File: src/rtl/pp_pkg.sv
// Shared pipeline widths and control-bundle bit positions for the
// decode/issue slice.
package pp_pkg;
  localparam int DATA_W     = 32;
  localparam int IDX_W      = 4;
  localparam int NUM_REGS   = 16;
  localparam int CTRL_W     = 8;
  localparam int CTRL_REGWR = 0;
endpackage

File: src/rtl/reg_file.sv
// 16-entry architectural register file: one write port and two
// combinational read ports with write-through. A synchronous reset clears it.
module reg_file
  import pp_pkg::*;
#(
  parameter int DATA_W_P = DATA_W,
  parameter int IDX_W_P  = IDX_W,
  parameter int NREGS_P  = NUM_REGS
) (
  input  logic                clk,
  input  logic                reset,
  input  logic                wr_en,
  input  logic [IDX_W_P-1:0]  wr_index,
  input  logic [DATA_W_P-1:0] wr_data,
  input  logic [IDX_W_P-1:0]  rd0_index,
  input  logic [IDX_W_P-1:0]  rd1_index,
  output logic [DATA_W_P-1:0] rd0_data,
  output logic [DATA_W_P-1:0] rd1_data
);

  logic [DATA_W_P-1:0] regs_q [NREGS_P];
  logic [DATA_W_P-1:0] regs_d [NREGS_P];

  always_comb begin
    regs_d = regs_q;
    if (wr_en) regs_d[wr_index] = wr_data;
  end

  // Reset takes priority, so a write arriving in the reset cycle is dropped.
  always_ff @(posedge clk) begin
    if (reset) begin
      for (int i = 0; i < NREGS_P; i++) regs_q[i] <= '0;
    end else begin
      regs_q <= regs_d;
    end
  end

  always_comb begin
    rd0_data = (wr_en && (wr_index == rd0_index)) ? wr_data : regs_q[rd0_index];
    rd1_data = (wr_en && (wr_index == rd1_index)) ? wr_data : regs_q[rd1_index];
  end

endmodule

File: src/rtl/decode_issue_stage.sv
// Decode-to-execute boundary: register file reads, RAW interlock against
// EX/MEM producers, the ID/EX pipeline register and the interlock counter.
module decode_issue_stage
  import pp_pkg::*;
#(
  parameter int DATA_W_P = DATA_W,
  parameter int IDX_W_P  = IDX_W,
  parameter int CTRL_W_P = CTRL_W
) (
  input  logic                clk,
  input  logic                reset,
  input  logic                id_valid,
  input  logic [IDX_W_P-1:0]  id_rs0,
  input  logic [IDX_W_P-1:0]  id_rs1,
  input  logic                id_use0,
  input  logic                id_use1,
  input  logic [IDX_W_P-1:0]  id_rd,
  input  logic [DATA_W_P-1:0] id_imm,
  input  logic [DATA_W_P-1:0] id_pc,
  input  logic [CTRL_W_P-1:0] id_ctrl,
  input  logic                mem_valid,
  input  logic                mem_regwr,
  input  logic [IDX_W_P-1:0]  mem_rd,
  input  logic                wb_en,
  input  logic [IDX_W_P-1:0]  wb_index,
  input  logic [DATA_W_P-1:0] wb_data,
  input  logic                ex_hold,
  input  logic                ex_flush,
  output logic                stall_id,
  output logic                ex_valid,
  output logic [DATA_W_P-1:0] ex_rs0_data,
  output logic [DATA_W_P-1:0] ex_rs1_data,
  output logic [IDX_W_P-1:0]  ex_rs0,
  output logic [IDX_W_P-1:0]  ex_rs1,
  output logic [IDX_W_P-1:0]  ex_rd,
  output logic [DATA_W_P-1:0] ex_imm,
  output logic [DATA_W_P-1:0] ex_pc,
  output logic [CTRL_W_P-1:0] ex_ctrl,
  output logic [31:0]         stall_cycles
);

  logic [DATA_W_P-1:0] rs0_rdata, rs1_rdata;
  logic                hit_ex, hit_mem, interlock;

  logic                ex_valid_q, ex_valid_d;
  logic [DATA_W_P-1:0] ex_rs0_data_q, ex_rs0_data_d;
  logic [DATA_W_P-1:0] ex_rs1_data_q, ex_rs1_data_d;
  logic [IDX_W_P-1:0]  ex_rs0_q, ex_rs0_d;
  logic [IDX_W_P-1:0]  ex_rs1_q, ex_rs1_d;
  logic [IDX_W_P-1:0]  ex_rd_q, ex_rd_d;
  logic [DATA_W_P-1:0] ex_imm_q, ex_imm_d;
  logic [DATA_W_P-1:0] ex_pc_q, ex_pc_d;
  logic [CTRL_W_P-1:0] ex_ctrl_q, ex_ctrl_d;
  logic [31:0]         stall_cycles_q, stall_cycles_d;

  reg_file #(
    .DATA_W_P (DATA_W_P),
    .IDX_W_P  (IDX_W_P),
    .NREGS_P  (NUM_REGS)
  ) u_reg_file (
    .clk       (clk),
    .reset     (reset),
    .wr_en     (wb_en),
    .wr_index  (wb_index),
    .wr_data   (wb_data),
    .rd0_index (id_rs0),
    .rd1_index (id_rs1),
    .rd0_data  (rs0_rdata),
    .rd1_data  (rs1_rdata)
  );

  // WB is not a hazard source: write-through already covers it.
  always_comb begin
    hit_ex    = ex_valid_q && ex_ctrl_q[CTRL_REGWR] &&
                ((id_use0 && (id_rs0 == ex_rd_q)) || (id_use1 && (id_rs1 == ex_rd_q)));
    hit_mem   = mem_valid && mem_regwr &&
                ((id_use0 && (id_rs0 == mem_rd)) || (id_use1 && (id_rs1 == mem_rd)));
    interlock = id_valid && (hit_ex || hit_mem);
    stall_id  = interlock || ex_hold;
  end

  always_comb begin
    ex_valid_d    = ex_valid_q;
    ex_rs0_data_d = ex_rs0_data_q;
    ex_rs1_data_d = ex_rs1_data_q;
    ex_rs0_d      = ex_rs0_q;
    ex_rs1_d      = ex_rs1_q;
    ex_rd_d       = ex_rd_q;
    ex_imm_d      = ex_imm_q;
    ex_pc_d       = ex_pc_q;
    ex_ctrl_d     = ex_ctrl_q;
    if (ex_flush) begin
      ex_valid_d    = 1'b0;
      ex_rs0_data_d = '0;
      ex_rs1_data_d = '0;
      ex_rs0_d      = '0;
      ex_rs1_d      = '0;
      ex_rd_d       = '0;
      ex_imm_d      = '0;
      ex_pc_d       = '0;
      ex_ctrl_d     = '0;
    end else if (ex_hold) begin
      ex_valid_d = ex_valid_q;
    end else if (interlock) begin
      ex_valid_d = 1'b0;
    end else begin
      ex_valid_d    = id_valid;
      ex_rs0_data_d = rs0_rdata;
      ex_rs1_data_d = rs1_rdata;
      ex_rs0_d      = id_rs0;
      ex_rs1_d      = id_rs1;
      ex_rd_d       = id_rd;
      ex_imm_d      = id_imm;
      ex_pc_d       = id_pc;
      ex_ctrl_d     = id_ctrl;
    end
  end

  // Only genuine bubbles count; cycles absorbed by hold or flush do not.
  always_comb begin
    stall_cycles_d = stall_cycles_q;
    if (interlock && !ex_hold && !ex_flush && (stall_cycles_q != 32'hFFFF_FFFF))
      stall_cycles_d = stall_cycles_q + 32'd1;
  end

  always_ff @(posedge clk) begin
    if (reset) begin
      ex_valid_q     <= 1'b0;
      ex_rs0_data_q  <= '0;
      ex_rs1_data_q  <= '0;
      ex_rs0_q       <= '0;
      ex_rs1_q       <= '0;
      ex_rd_q        <= '0;
      ex_imm_q       <= '0;
      ex_pc_q        <= '0;
      ex_ctrl_q      <= '0;
      stall_cycles_q <= '0;
    end else begin
      ex_valid_q     <= ex_valid_d;
      ex_rs0_data_q  <= ex_rs0_data_d;
      ex_rs1_data_q  <= ex_rs1_data_d;
      ex_rs0_q       <= ex_rs0_d;
      ex_rs1_q       <= ex_rs1_d;
      ex_rd_q        <= ex_rd_d;
      ex_imm_q       <= ex_imm_d;
      ex_pc_q        <= ex_pc_d;
      ex_ctrl_q      <= ex_ctrl_d;
      stall_cycles_q <= stall_cycles_d;
    end
  end

  always_comb begin
    ex_valid     = ex_valid_q;
    ex_rs0_data  = ex_rs0_data_q;
    ex_rs1_data  = ex_rs1_data_q;
    ex_rs0       = ex_rs0_q;
    ex_rs1       = ex_rs1_q;
    ex_rd        = ex_rd_q;
    ex_imm       = ex_imm_q;
    ex_pc        = ex_pc_q;
    ex_ctrl      = ex_ctrl_q;
    stall_cycles = stall_cycles_q;
  end

endmodule

File: config.mk
export PLATFORM = sky130hd
export DESIGN_NAME = decode_issue_stage
export DESIGN_NICKNAME = d
export VERILOG_FILES = /design/src/rtl/pp_pkg.sv /design/src/rtl/reg_file.sv /design/src/rtl/decode_issue_stage.sv
export SDC_FILE = /design/constraint.sdc
export NUM_CORES = 2
export LEC_CHECK = 0
export CAP_MARGIN = 5
export CELL_PAD_IN_SITES_DETAIL_PLACEMENT = 0
export CELL_PAD_IN_SITES_GLOBAL_PLACEMENT = 2
export CORE_ASPECT_RATIO = 1.25
export CORE_MARGIN = 2
export CORE_UTILIZATION = 35
export CTS_CLUSTER_SIZE = 40
export DETAILED_ROUTE_END_ITERATION = 6
export GPL_ROUTABILITY_DRIVEN = 0
export GPL_TIMING_DRIVEN = 0
export PLACE_DENSITY_LB_ADDON = 0.1
export RECOVER_POWER = 100
export SYNTH_ARGS = -nofsm -noshare
export SYNTH_HDL_FRONTEND = slang
export SYNTH_SLANG_ARGS = --single-unit
File: constraint.sdc
create_clock -name clk -period 3.1 [get_ports clk]
set_input_delay 0.62 -clock clk [delete_from_list [all_inputs] [get_ports clk]]
set_output_delay 0.62 -clock clk [all_outputs]
set_load 0.03 [all_outputs]
; Word level (Yosys, flattened, before mapping)
; Index checks and enable logic that the tools add are counted.
[classes]
add_sub_neg = 1
order_cmp = 4
n_eq_ne = 7
n_mux = 12
bitwise_logic = 5
n_reduce_logical = 23
[op_table]
columns = op, count
row1 = 512-bit bitwise mux, 1
row2 = 32-bit binary-select mux with 4-bit select, 2
row3 = 32-bit 2-to-1 mux, 7
row4 = 32-bit demux with 4-bit select, 1
row5 = "32-bit by 1-bit adder with 32-bit output, second input constant", 1
row6 = "32-bit inequality test, second input constant", 1
row7 = 4-bit == test, 6
row8 = "5-bit >= comparator, second input constant", 3
row9 = 1-bit logical AND, 15
row10 = 4-bit NOT with 5-bit output, 3
row11 = "5-bit by 1-bit < comparator with 1-bit output, second input constant", 1
row12 = 1-bit logical OR, 4
row13 = 1-bit logical NOT, 2
row14 = 1-bit NOT, 2
row15 = 2-bit AND reduction, 1
row16 = 2-bit OR reduction, 1
row17 = 1-bit 2-to-1 mux, 1
[word_totals]
register_bits = 693
input_bits = 134
word_cells = 78

; Longest topological paths before layout
[depth]
depth_word = 9
ltp_mapped = 11

; By module
; A second synthesis with hierarchy kept.
[unflattened]
cells_unflattened = 3869
hier_area_um2 = 34020.1
[by_module_without_submodules]
columns = module, instances, cells_per_inst, area_per_inst_um2, seq_area_each_um2
row1 = reg_file, 1, 2937, 26058.7, 10249.8
row2 = decode_issue_stage, 1, 932, 7961.4, 3623.5

; Worst setup path after synthesis
; Ideal clock, no wire load.
[synth_path]
kind = in2out
from = input port id_rs1[0]
to = output port stall_id
arrival_ps = 2249
required_ps = 2480
setup_slack_ps = 231
path_stages = 8
path_cell_list = buf_2 -> xor2_1 -> nor4_2 -> or4_4 -> a21oi_2 -> inv_2 -> clkbuf_1 -> buf_2
[synth_via]
elab_chain_len = 7
elab_cells_between_ends = 11
classes_between = eq/ne: 2 / reduce/logical: 9
[synth_rtl]
columns = element, line
row1 = from (decl), decode_issue_stage.sv:14  ; input logic [IDX_W_P-1:0] id_rs1,
row2 = "4-bit == test, on equally long branches", "decode_issue_stage.sv:75, decode_issue_stage.sv:77"
row3 = "1-bit logical AND, on equally long branches", "decode_issue_stage.sv:75, decode_issue_stage.sv:77"
row4 = "1-bit logical OR, on equally long branches", "decode_issue_stage.sv:75, decode_issue_stage.sv:77"
row5 = "1-bit logical AND, on equally long branches", "decode_issue_stage.sv:74, decode_issue_stage.sv:76"
row6 = 1-bit logical OR (*), decode_issue_stage.sv:78  ; interlock = id_valid && (hit_ex || hit_mem);
row7 = 1-bit logical AND (*), decode_issue_stage.sv:78
row8 = 1-bit logical OR (*), decode_issue_stage.sv:79  ; stall_id = interlock || ex_hold;
row9 = to (decl), decode_issue_stage.sv:29  ; output logic stall_id,
; Mark *: on every way between the ends. The rest lies on a longest branch, timed or not.

==> flow_metrics.env <==
export IMPL_cts_buffers=79
export IMPL_ys_seq_area_frac=0.4125
export IMPL_relSlewSlack=0.1022
export IMPL_failed_checks="setup timing"
export IMPL_rows=127
export IMPL_status="finished with violations"
export IMPL_via_per_inst=5.403
export IMPL_routed_top_layer="met5"
export IMPL_clock_latency_ns=0.66
export IMPL_peakVddDrop_uv=388.4
export IMPL_synth_warnings=0
export IMPL_ys_ff_latch=693
export IMPL_drv_cap=0
export IMPL_met1_length_mm=62.72
export IMPL_yosys_area_share_simple=0.1819
export IMPL_drc=0
export IMPL_start_kind="input pin"
export IMPL_antenna_found_initial=11
export IMPL_dp_cells=5614
export IMPL_die_width_um=281.3
export IMPL_min_period_ns=3.125
export IMPL_fin_util=0.4277
export IMPL_dieArea_um2=98600
export IMPL_cp_end_kind="register"
export IMPL_cpPeakStageDelay_ns=1.04
export IMPL_coreArea_um2=95660
export IMPL_synth_compound_area_frac=0.1833
export IMPL_crit_chain="clkdlybuf4s50_1 > or3b_2 > nor3_1 > clkbuf_1 > nand2_1 > a21oi_1"
export IMPL_power_total_mw=21.66
export IMPL_grt_pass1_wl_mm=213.2
export IMPL_dp_hpwl_mm=119.6
export IMPL_wl_mm=151.2
export IMPL_wl_per_cell_um=26.22
export IMPL_min_path_cells=2
export IMPL_grt_max_degree=19
export IMPL_synth_ff_type="dfxtp_1"
export IMPL_worst_slew_pin_slew_ns=1.336
export IMPL_whs_ns=0.4482
export IMPL_io_buffers=274
export IMPL_layout_drive_gt1_share=0.09443
export IMPL_syn_num_nets=4184
export IMPL_fillers=9914
export IMPL_fin_cells=5765
export IMPL_grt_pass1_vias=30034
export IMPL_reg2regPathDepth=11
export IMPL_routed_via_count=31146
export IMPL_cts_root_buf="clkbuf_16"
export IMPL_skew_ns=0.02707
export IMPL_pre_cts_slack_ns=-1.828
export IMPL_worst_hold_path_type="reg2reg"
export IMPL_syn_to_final_growth_pct=21.66
export IMPL_finalHoldViolCount=0
export IMPL_path_class="in2reg"
export IMPL_powerDensity_nw_per_um2=529.5
export IMPL_drt_iter0_drc=2386
export IMPL_fin_area_um2=40920
export IMPL_dpl_cell_area_um2=37990
export IMPL_path_clk_slew_ns=0.06
export IMPL_clock_sinks=693
export IMPL_maxSlewViolCount=0
export IMPL_synth_edf_count=0
export IMPL_postCtsHoldBufs=0
export IMPL_setup_ws_ns=-0.02503
export IMPL_grt_usage=0.2985
export IMPL_cts_tree="done"
export IMPL_cp_required_ns=3.66
export IMPL_cp_slowest_cell="nor3_1"
export IMPL_synthesis_area_um2=33630
export IMPL_cts_max_level=3
export IMPL_nets=4544
export IMPL_power_leakage_nw=13.98
export IMPL_async_flop_share=0
export IMPL_die_y_um=350.6
export IMPL_clk_path_buf_depth=3
export IMPL_synth_mux_area_fraction=0.1653
export IMPL_synthCells=4049
export IMPL_dr_wl_met3_mm=8.623
export IMPL_wl_met2_mm=72.54
export IMPL_crit_path_max_fanout=10
export IMPL_setup_viol=7
export IMPL_boundaryPins=316
export IMPL_fin_setup_tns_ns=-0.09255
export IMPL_ant_nets=0
export IMPL_drtPass1Iterations=5
export IMPL_synthXorXnorAreaFrac=0.006771
export IMPL_fmax_mhz=320.0
export IMPL_fin_crit_sh=1.008
export IMPL_start_util=0.3516
export IMPL_synthAdderAreaFrac=0.0003721
export IMPL_yosysUniqueCellTypes=45
export IMPL_globalRouteOverflowTotal=0
export IMPL_crit_arrival_ns=3.69
export IMPL_synth_area_per_cell_um2=8.306
export IMPL_synth_top_family_by_area="compound AO/OA/AOI/OAI gates"
==> sequential cells by signal (all words and copies together) (netlist names), 8 cells and up <==
signal,flops
ex_imm,32
ex_rs0_data,32
u_reg_file.regs_q,512
ex_pc,32
stall_cycles,32
ex_rs1_data,32
ex_ctrl,8
==> synth_stat cells, types with 7 or more instances <==
cell          n  area (um2)
mux4_2      128        2883
mux2_2       66       743.2
a2111oi_0    64       560.5
and3_1       11       68.82
nand3_1      81       405.4
mux2i_1     193        1932
a211oi_1    128       960.9
o211ai_1     64       480.5
or3_1        23       143.9
nor2b_1      71       444.2
o21ai_1      59       295.3
xor2_1       19       166.4
nor3_1        8       40.04
buf_1        24       90.09
a22o_1       64       560.5
clkbuf_1    339        1272
o21ai_0      26       130.1
nor2_1       23       86.33
xnor2_1       7       61.31
a21oi_1     624        3123
buf_2        51       255.2
nand2_1    1222        4587
dfxtp_1     693       13870
nand4_1       8       50.05
==> report_power, final <==
part           total [mW]  leakage (nW)  internal (mW)  switching (mW)
combinational        2.33          7.02          0.709            1.62
clock                10.2          1.36           6.09            4.09
sequential           9.15          5.60           9.04           0.105
total                21.7          14.0           15.8            5.82
==> cells in the final DEF (no fill, tap or decap), drive strengths merged, types with 66 or more instances in the layout <==
master | synthesis | layout
a211oi | 128 | 128
a21oi | 625 | 625
buf | 80 | 66
clkbuf | 339 | 474
clkdlybuf4s50 | 0 | 84
dfxtp | 693 | 693
dlygate4sd3 | 0 | 181
mux2 | 66 | 66
mux2i | 193 | 193
mux4 | 128 | 128
nand2 | 1222 | 1222
nand3 | 81 | 81
nor2b | 71 | 71
o21ai | 85 | 85
==> worst max-delay path, delay by kind of cell <==
kind                   cells  cell delay (ns)
and+or+nand+nor            3             1.73
AOI/OAI and AO/OA          1             0.17
buffers and inverters      2             1.17
==> layout make-up <==
cell class,instances,area [um2],area share
antenna,6,15.01,0.0003670
buffer,417,1715,0.04193
clock buffer,119,2400,0.05865
clock inverter,22,359.1,0.008776
inverter,4,17.52,0.0004281
multi-input combinational,2933,18130,0.4432
sequential,693,13880,0.3393
tap,1290,1614,0.03945
timing repair buffer,281,2780,0.06795
==> cells by family after synthesis <==
group / count (synthesis)
flip-flops: 693
adder cells (fa/ha/maj): 1
AO/OA/AOI/OAI: 1036
XOR/XNOR: 26
buffers and inverters: 423
multiplexers: 387
AND/OR/NAND/NOR: 1483
==> path summary, 6_finish.rpt <==
kind	start	slack (ns)	endpoint
hold / removal	ex_imm[4]	0.45	ex_imm[4]
hold reg to reg	ex_imm[4]	0.45	ex_imm[4]
setup / recovery	wb_en	-0.03	u_reg_file.regs_q[501]
setup reg to reg	ex_rd[3]	0.09	ex_imm[25]
==> per-layer routing <==
| metal | vias to the layer above | track usage |
|---|---|---|
| met5 | - | 0 |
| met1 | 14917 | 0.3689 |
| li1 | 14919 | - |
| met3 | 254 | 0.04262 |
| met2 | 1054 | 0.5114 |
| met4 | 2 | 0.1401 |
==> timing repair <==
| item | 4_1_cts | 5_1_grt |
|---|---|---|
| buffers inserted | 3 | 3 |
| setup endpoints to repair | 169 | 39 |
| endpoints found under the hold margin | 0 | 0 |
| resized for setup | 64 | 38 |
| pin swaps | 1 | 3 |
Note: power is estimated with default switching activity, not from simulation.
